$ cat src/rtl/dtw_cell_engine_if.sv
// Handshake bundle for dtw_cell_engine: template/query sample streams, result
// channel and status. The optional early-abandon signals are present only when
// DTW_EARLY_ABANDON_EN is defined.
interface dtw_cell_engine_if #(
    parameter int unsigned WIDTH  = 8,
    parameter int unsigned CWIDTH = 16
);
    logic              start;
    logic              tmpl_valid;
    logic              tmpl_ready;
    logic [WIDTH-1:0]  tmpl_data;
    logic              qry_valid;
    logic              qry_ready;
    logic [WIDTH-1:0]  qry_data;
    logic              dist_valid;
    logic              dist_ready;
    logic [CWIDTH-1:0] dist_data;
    logic              busy;
`ifdef DTW_EARLY_ABANDON_EN
    logic [CWIDTH-1:0] abandon_thresh;
    logic              abandoned;
`endif

    modport master (
`ifdef DTW_EARLY_ABANDON_EN
        output abandon_thresh,
        input  abandoned,
`endif
        output start, tmpl_valid, tmpl_data, qry_valid, qry_data, dist_ready,
        input  tmpl_ready, qry_ready, dist_valid, dist_data, busy
    );

    modport slave (
`ifdef DTW_EARLY_ABANDON_EN
        input  abandon_thresh,
        output abandoned,
`endif
        input  start, tmpl_valid, tmpl_data, qry_valid, qry_data, dist_ready,
        output tmpl_ready, qry_ready, dist_valid, dist_data, busy
    );
endinterface

$ cat src/rtl/dtw_cell_engine.sv
// Banded (Sakoe-Chiba) dynamic-time-warping distance engine.
// Loads an N-sample template, then consumes the query one sample per row and
// evaluates one cost cell per cycle inside the band. Only the template and two
// band-wide rows are stored. Optional macro DTW_EARLY_ABANDON_EN adds an
// abandon threshold that terminates the comparison once a row minimum exceeds it.
module dtw_cell_engine #(
    parameter int unsigned WIDTH  = 8,
    parameter int unsigned CWIDTH = 16,
    parameter int unsigned N      = 16,
    parameter int unsigned R      = 2
) (
    input  logic              clk,
    input  logic              rst,
    dtw_cell_engine_if.slave  bus
);
    localparam int unsigned BW = 2 * R + 1;
    localparam int unsigned NW = $clog2(N);
    localparam int unsigned KW = $clog2(BW);
    localparam int unsigned IW = $clog2(N + R) + 1;
    localparam logic [CWIDTH-1:0] CMAX = '1;

    typedef enum logic [2:0] {IDLE, LOAD_T, WAIT_Q, ROW, DONE} state_t;

    state_t            state_q, state_d;
    logic [WIDTH-1:0]  tmpl_q [N];
    logic [WIDTH-1:0]  tmpl_d [N];
    logic [CWIDTH-1:0] prev_q [BW];
    logic [CWIDTH-1:0] prev_d [BW];
    logic [CWIDTH-1:0] cur_q  [BW];
    logic [CWIDTH-1:0] cur_d  [BW];
    logic [WIDTH-1:0]  x_q, x_d;
    logic [NW-1:0]     i_q, i_d;
    logic [NW-1:0]     j_q, j_d;
    logic [CWIDTH-1:0] row_min_q, row_min_d;
    logic              tmpl_ready_q, tmpl_ready_d;
    logic              qry_ready_q, qry_ready_d;
    logic              dist_valid_q, dist_valid_d;
    logic [CWIDTH-1:0] dist_data_q, dist_data_d;
    logic              busy_q, busy_d;
    logic              abandoned_q, abandoned_d;

    // Datapath for the current cell
    logic [IW-1:0]     i_w, j_w, k_w, j_lo, j_hi;
    logic [KW-1:0]     k, kp1;
    logic [WIDTH-1:0]  y_sel, diff;
    logic [CWIDTH-1:0] p_diag, p_up, p_left, min_pred, cost, row_min_next;
    logic [CWIDTH:0]   sum;
    logic              last_cell, abandon_hit;

    // Band geometry, predecessor selection and saturating cell cost
    always_comb begin
        i_w    = IW'(i_q);
        j_w    = IW'(j_q);
        j_lo   = (i_w > IW'(R)) ? (i_w - IW'(R)) : '0;
        j_hi   = ((i_w + IW'(R)) > IW'(N - 1)) ? IW'(N - 1) : (i_w + IW'(R));
        k_w    = j_w + IW'(R) - i_w;
        k      = KW'(k_w);
        kp1    = k + KW'(1);
        last_cell = (j_w == j_hi);

        y_sel  = tmpl_q[j_q];
        diff   = (x_q >= y_sel) ? (x_q - y_sel) : (y_sel - x_q);

        // Previous row is stored with band offset one lower, so D(i-1,j) sits at k+1
        p_diag = prev_q[k];
        p_up   = (kp1 < KW'(BW)) ? prev_q[kp1] : CMAX;
        p_left = (k == '0) ? CMAX : cur_q[k - KW'(1)];

        min_pred = p_diag;
        if (p_up < min_pred)   min_pred = p_up;
        if (p_left < min_pred) min_pred = p_left;
        if ((i_q == '0) && (j_q == '0)) min_pred = '0;

        sum  = {1'b0, CWIDTH'(diff)} + {1'b0, min_pred};
        cost = sum[CWIDTH] ? CMAX : sum[CWIDTH-1:0];

        row_min_next = (cost < row_min_q) ? cost : row_min_q;
        abandon_hit  = 1'b0;
`ifdef DTW_EARLY_ABANDON_EN
        abandon_hit  = (row_min_next > bus.abandon_thresh);
`endif
    end

    // Next-state and next-output computation
    always_comb begin
        state_d      = state_q;
        tmpl_d       = tmpl_q;
        prev_d       = prev_q;
        cur_d        = cur_q;
        x_d          = x_q;
        i_d          = i_q;
        j_d          = j_q;
        row_min_d    = row_min_q;
        dist_data_d  = dist_data_q;
        abandoned_d  = abandoned_q;

        case (state_q)
            IDLE: begin
                if (bus.start) begin
                    state_d = LOAD_T;
                    i_d     = '0;
                    j_d     = '0;
                end
            end
            LOAD_T: begin
                if (bus.tmpl_valid && tmpl_ready_q) begin
                    tmpl_d[j_q] = bus.tmpl_data;
                    if (j_q == NW'(N - 1)) begin
                        state_d = WAIT_Q;
                        i_d     = '0;
                    end else begin
                        j_d = j_q + NW'(1);
                    end
                end
            end
            WAIT_Q: begin
                if (bus.qry_valid && qry_ready_q) begin
                    x_d       = bus.qry_data;
                    j_d       = NW'(j_lo);
                    row_min_d = CMAX;
                    for (int b = 0; b < BW; b++) begin
                        prev_d[b] = (i_q == '0) ? CMAX : cur_q[b];
                        cur_d[b]  = CMAX;
                    end
                    state_d = ROW;
                end
            end
            ROW: begin
                cur_d[k]  = cost;
                row_min_d = row_min_next;
                if (last_cell) begin
                    if (abandon_hit) begin
                        state_d     = DONE;
                        dist_data_d = CMAX;
                        abandoned_d = 1'b1;
                    end else if (i_q == NW'(N - 1)) begin
                        state_d     = DONE;
                        dist_data_d = cost;
                    end else begin
                        state_d = WAIT_Q;
                        i_d     = i_q + NW'(1);
                    end
                end else begin
                    j_d = j_q + NW'(1);
                end
            end
            DONE: begin
                if (bus.dist_ready && dist_valid_q) begin
                    state_d     = IDLE;
                    dist_data_d = '0;
                    abandoned_d = 1'b0;
                end
            end
            default: state_d = IDLE;
        endcase

        tmpl_ready_d = (state_d == LOAD_T);
        qry_ready_d  = (state_d == WAIT_Q);
        dist_valid_d = (state_d == DONE);
        busy_d       = (state_d != IDLE);
    end

    // State, storage and registered outputs with synchronous reset
    always_ff @(posedge clk) begin
        if (rst) begin
            state_q      <= IDLE;
            for (int n = 0; n < N; n++) tmpl_q[n] <= '0;
            for (int b = 0; b < BW; b++) begin
                prev_q[b] <= '0;
                cur_q[b]  <= '0;
            end
            x_q          <= '0;
            i_q          <= '0;
            j_q          <= '0;
            row_min_q    <= '0;
            tmpl_ready_q <= 1'b0;
            qry_ready_q  <= 1'b0;
            dist_valid_q <= 1'b0;
            dist_data_q  <= '0;
            busy_q       <= 1'b0;
            abandoned_q  <= 1'b0;
        end else begin
            state_q      <= state_d;
            tmpl_q       <= tmpl_d;
            prev_q       <= prev_d;
            cur_q        <= cur_d;
            x_q          <= x_d;
            i_q          <= i_d;
            j_q          <= j_d;
            row_min_q    <= row_min_d;
            tmpl_ready_q <= tmpl_ready_d;
            qry_ready_q  <= qry_ready_d;
            dist_valid_q <= dist_valid_d;
            dist_data_q  <= dist_data_d;
            busy_q       <= busy_d;
            abandoned_q  <= abandoned_d;
        end
    end

    assign bus.tmpl_ready = tmpl_ready_q;
    assign bus.qry_ready  = qry_ready_q;
    assign bus.dist_valid = dist_valid_q;
    assign bus.dist_data  = dist_data_q;
    assign bus.busy       = busy_q;
`ifdef DTW_EARLY_ABANDON_EN
    assign bus.abandoned  = abandoned_q;
`endif
endmodule

$ cat src/flat_wrapper.sv
// flat-port wrapper written by rule: the top's interface ports become plain ports
module dtw_cell_engine_flat 
#(
    parameter int unsigned WIDTH  = 8,
    parameter int unsigned CWIDTH = 16,
    parameter int unsigned N      = 16,
    parameter int unsigned R      = 2
)
  (clk, rst, bus_start, bus_tmpl_valid, bus_tmpl_data, bus_qry_valid, bus_qry_data, bus_dist_ready, bus_tmpl_ready, bus_qry_ready, bus_dist_valid, bus_dist_data, bus_busy);
  dtw_cell_engine_if #(.WIDTH(WIDTH), .CWIDTH(CWIDTH)) bus_i ();
  input  logic clk;
  input  logic rst;
  input wire logic [$bits(bus_i.start)-1:0] bus_start;
  input wire logic [$bits(bus_i.tmpl_valid)-1:0] bus_tmpl_valid;
  input wire logic [$bits(bus_i.tmpl_data)-1:0] bus_tmpl_data;
  input wire logic [$bits(bus_i.qry_valid)-1:0] bus_qry_valid;
  input wire logic [$bits(bus_i.qry_data)-1:0] bus_qry_data;
  input wire logic [$bits(bus_i.dist_ready)-1:0] bus_dist_ready;
  output wire logic [$bits(bus_i.tmpl_ready)-1:0] bus_tmpl_ready;
  output wire logic [$bits(bus_i.qry_ready)-1:0] bus_qry_ready;
  output wire logic [$bits(bus_i.dist_valid)-1:0] bus_dist_valid;
  output wire logic [$bits(bus_i.dist_data)-1:0] bus_dist_data;
  output wire logic [$bits(bus_i.busy)-1:0] bus_busy;
  assign bus_i.start = bus_start;
  assign bus_i.tmpl_valid = bus_tmpl_valid;
  assign bus_i.tmpl_data = bus_tmpl_data;
  assign bus_i.qry_valid = bus_qry_valid;
  assign bus_i.qry_data = bus_qry_data;
  assign bus_i.dist_ready = bus_dist_ready;
  assign bus_tmpl_ready = bus_i.tmpl_ready;
  assign bus_qry_ready = bus_i.qry_ready;
  assign bus_dist_valid = bus_i.dist_valid;
  assign bus_dist_data = bus_i.dist_data;
  assign bus_busy = bus_i.busy;
  dtw_cell_engine #(.WIDTH(WIDTH), .CWIDTH(CWIDTH), .N(N), .R(R)) u_core (.clk(clk), .rst(rst), .bus(bus_i));
endmodule
$ cat config.mk
export PLATFORM = sky130hd
export DESIGN_NAME = dtw_cell_engine_flat
export DESIGN_NICKNAME = d
export VERILOG_FILES = /design/src/rtl/dtw_cell_engine_if.sv /design/src/rtl/dtw_cell_engine.sv /design/src/flat_wrapper.sv
export SDC_FILE = /design/constraint.sdc
export NUM_CORES = 1
export LEC_CHECK = 0
export CORE_MARGIN = 2
export CORE_UTILIZATION = 43
export CTS_CLUSTER_SIZE = 30
export DETAILED_ROUTE_END_ITERATION = 6
export PLACE_DENSITY = 0.59
export SLEW_MARGIN = 30
export SYNTH_ARGS = -nofsm -noshare
export SYNTH_HDL_FRONTEND = slang
export SYNTH_SLANG_ARGS = --single-unit
$ cat constraint.sdc
create_clock -name clk -period 16.1 [get_ports clk]
set_input_delay 3.22 -clock clk [delete_from_list [all_inputs] [get_ports clk]]
set_output_delay 3.22 -clock clk [all_outputs]
set_load 0.03 [all_outputs]
==> results.yml <==
outcome:
  status: "completed"
worst_setup_path:
  required_ns: 16.55
  path_max_fanout: 38
  crit_path_top_delay_cell: "nand2_1"
  path_delay_family: "simple AND/OR/NAND/NOR gates"
  cp-start-kind: "flop"
  critical_path_class: "flop to flop"
  cp_num_buf_inv: 7
  cp.arrival_ns: 13.26
  cpPeakStageDelay_ns: 0.95
  end_kind: "flop"
route:
  wl_um: 56000
  drt_iter0_drc: 1435
  wire_per_inst_um: 22.1
  vias: 15300
  ant_nets: 0
  drc_errors: 0
  vias_per_cell: 6.03
  first_pass_iters: 6
synth:
  netlist_instances: 2023
  synth-edff-count: 0
  syn_nets: 2117
  synth.distinct_cells: 76
  ys_seq_area_frac: 0.369
  synth_area_per_cell_sq_um: 8.77
  ys_ff_latch: 327
  synthesis.area_sq_um: 17700
  yosys-top-cells-area: "dfxtp_1 37%, mux4_2 9.4%, nor3_1 7.5%, mux2i_1 6.7%, nor2_1 5.5%"
  synth_top_area_share: 0.369
  ys_async_sr_fraction: 0
  yosys.area.top_type: "dfxtp_1"
  ys_warn_count: 0
  synth_ff_type: "dfxtp_1"
sta:
  setup_violations: 0
  slew_headroom: 0.351
  whs_ns: 0.451
  rsz0062_at_grt: "no"
  fin_worst_skew_ns: 0.0193
  final_hold_viol_count: 0
  max_freq_mhz: 78.0
  period_share: 0.796
  period_needed_ns: 12.81
  tightest_slew_ns: 0.974
  drv_slew: 0
  timing.setup.tns_ns: 0
cts:
  clock_latency_ns: 0.57
  root_buffer: "clkbuf_16"
  htreeDepth: 2
  post_cts_buffers: 0
  clockBufferDepth: 3
  post_cts_resized: 0
  path_clk_slew_ns: 0.06
  numCtsBuffers: 37
  cts_tree: "built"
  hold_buffers: 0
  cts.sinks: 327
cells_and_area:
  final-seq-area_sq_um: 6550
  fillCellCount: 3895
  antenna_cells: 0
  area_growth_pct: 11.5
  drive_gt1_frac: 0.116
  nNetsFinal: 2069
  fin_area_sq_um: 19800
  layoutNonFillerInstCount: 2536
  multi_input_area_sq_um: 10400
place:
  dp_cells: 2468
  port_buffers: 41
  place_area_sq_um: 18600
  dp_hpwl_um: 37600
  gp_congestion: 0.973
global_routing:
  first_global_vias: 14500
  grt_max_degree: 139
  grt_first_pass_wirelength_um: 86700
  antenna_found_initial: 3
  grt_use_total: 0.257
  overflow: 0
die:
  io_pins: 42
  fp-row-count: 74
  start_util: 0.435
  dieArea_sq_um: 42900
  fp.dieH_um: 207
  die_w_um: 207
  core_sq_um: 40700
power_and_ir_drop:
  cellLeakagePower_nw: 7.57
  powerDensity_nw_per_um2: 107
  peakVddDrop_v: 0.0000807
run:
  maxCapViolations: 0
hold_path:
  hold_path_class: "flop to flop"
## report_power, final
group          internal [mW]  switching [mW]  leakage [nW]  total, mW
combinational          0.148           0.321          4.35      0.469
clock                  0.483           0.355         0.582      0.838
sequential             0.811         0.00110          2.63      0.812
total                   1.44           0.677          7.57       2.12
## layer usage
| metal | wire (um) | global-route usage | vias to the layer above |
|---|---|---|---|
| li1 | - | - | 7262 |
| met1 | 25600 | 0.361 | 7461 |
| met2 | 25300 | 0.399 | 463 |
| met3 | 3510 | 0.0487 | 100 |
| met4 | 1460 | 0.0825 | 8 |
| met5 | 49 | 0 | - |
## cell usage after synthesis (4+ instances only)
cell type and instances:
o211ai_1 7, a21oi_1 112, nor2_2 4, nand4_1 11
o22ai_1 7, nor4_1 8, and2_1 5, o21ai_0 60
mux2_2 16, a211oi_1 68, clkbuf_1 128, nor2_1 258
a31oi_1 6, o22a_1 5, a221o_1 15, inv_1 57
nand2_1 147, and3_1 8, a21o_1 14, dfxtp_1 327
or3_1 6, nand3_1 52, mux2i_1 118, nor2b_1 11
ha_1 69, a211o_1 8, a211oi_2 18, nand2b_1 5
buf_2 8, buf_1 26, xnor2_1 15, o221ai_1 4
mux4_2 74, a22oi_1 8, nor3_1 267, xor2_1 4
## cell type report
| type | instances | share of cell area |
|---|---|---|
| clock buffers | 58 | 0.0548 |
| clock inverters | 10 | 0.00544 |
| inverters | 57 | 0.0108 |
| multi-input cells | 1475 | 0.528 |
| flip-flops and latches | 327 | 0.331 |
| well taps | 532 | 0.0336 |
| repair buffers | 77 | 0.0368 |
## state kept, by name, summed over array words and instances (netlist names)
name and cells:
u_core.bus.dist_data 16, u_core.bus.busy 1, u_core.bus.qry_ready 1, u_core.bus.dist_valid 1
u_core.cur_q 80, u_core.state_q 3, u_core.tmpl_q 128, u_core.bus.tmpl_ready 1
u_core.j_q 4, u_core.x_q 8, u_core.i_q 4, u_core.prev_q 80
## cells in the final DEF (no fill, tap or decap), drive strengths merged, types with 6 or more instances in the layout
master and instances:
dfxtp 327, nor3 267, nor2 262, nand2 147
mux2i 118, a21oi 113, a211oi 86, mux4 74
ha 69, o21ai 61, inv 58, clkbuf 58
nand3 52, clkdlybuf4s50 40, buf 37, mux2 16
xnor2 15, a221o 15, a21o 14, nand4 11
nor2b 11, nor4 9, a211o 8, a22oi 8
and3 8, and2 8, o211ai 7, o22ai 7
clkinv 7, or3 6, a31oi 6
## kinds of logic (layout without fill, tap and decap cells)
logic type / count (synthesis) / in the layout / synth area share
flops: 327 / 327 / 0.369
mux: 208 / 208 / 0.171
compound gates: 375 / 375 / 0.145
xor+xnor: 20 / 20 / 0.0107
simple gates: 800 / 800 / 0.204
fa+ha+maj: 72 / 72 / 0.0521
buf+inv: 221 / 202 / 0.0480
## per-stage QoR
| step | power [mW] | util | setup slack [ns] |
|---|---|---|---|
| 2_1_floorplan | 1.14 | - | 4.16 |
| 3_3_place_gp | 1.29 | 0.455 | 3.90 |
| 3_5_place_dp | 1.29 | 0.456 | 3.84 |
| 4_1_cts | 2.13 | 0.485 | 3.78 |
| 5_1_grt | 2.20 | 0.486 | 2.31 |
| 6_report | 2.12 | 0.486 | 3.29 |
## worst min-delay path: cells and delay by family (launching register included)
family,cells,cell delay (ns)
simple gates,1,0.05
flops,1,0.31
compound gates,1,0.05
## worst paths after layout
path,end,slack (ns),startpoint,depth (start not counted)
worst min register to register,u_core.tmpl_q[101],0.45,u_core.tmpl_q[101],2
worst max-delay path,u_core.cur_q[27],3.29,u_core.j_q[0],41
worst min-delay path,u_core.tmpl_q[101],0.45,u_core.tmpl_q[101],2
worst max register to register,u_core.cur_q[27],3.29,u_core.j_q[0],41
(Power assumes the default switching activity.)
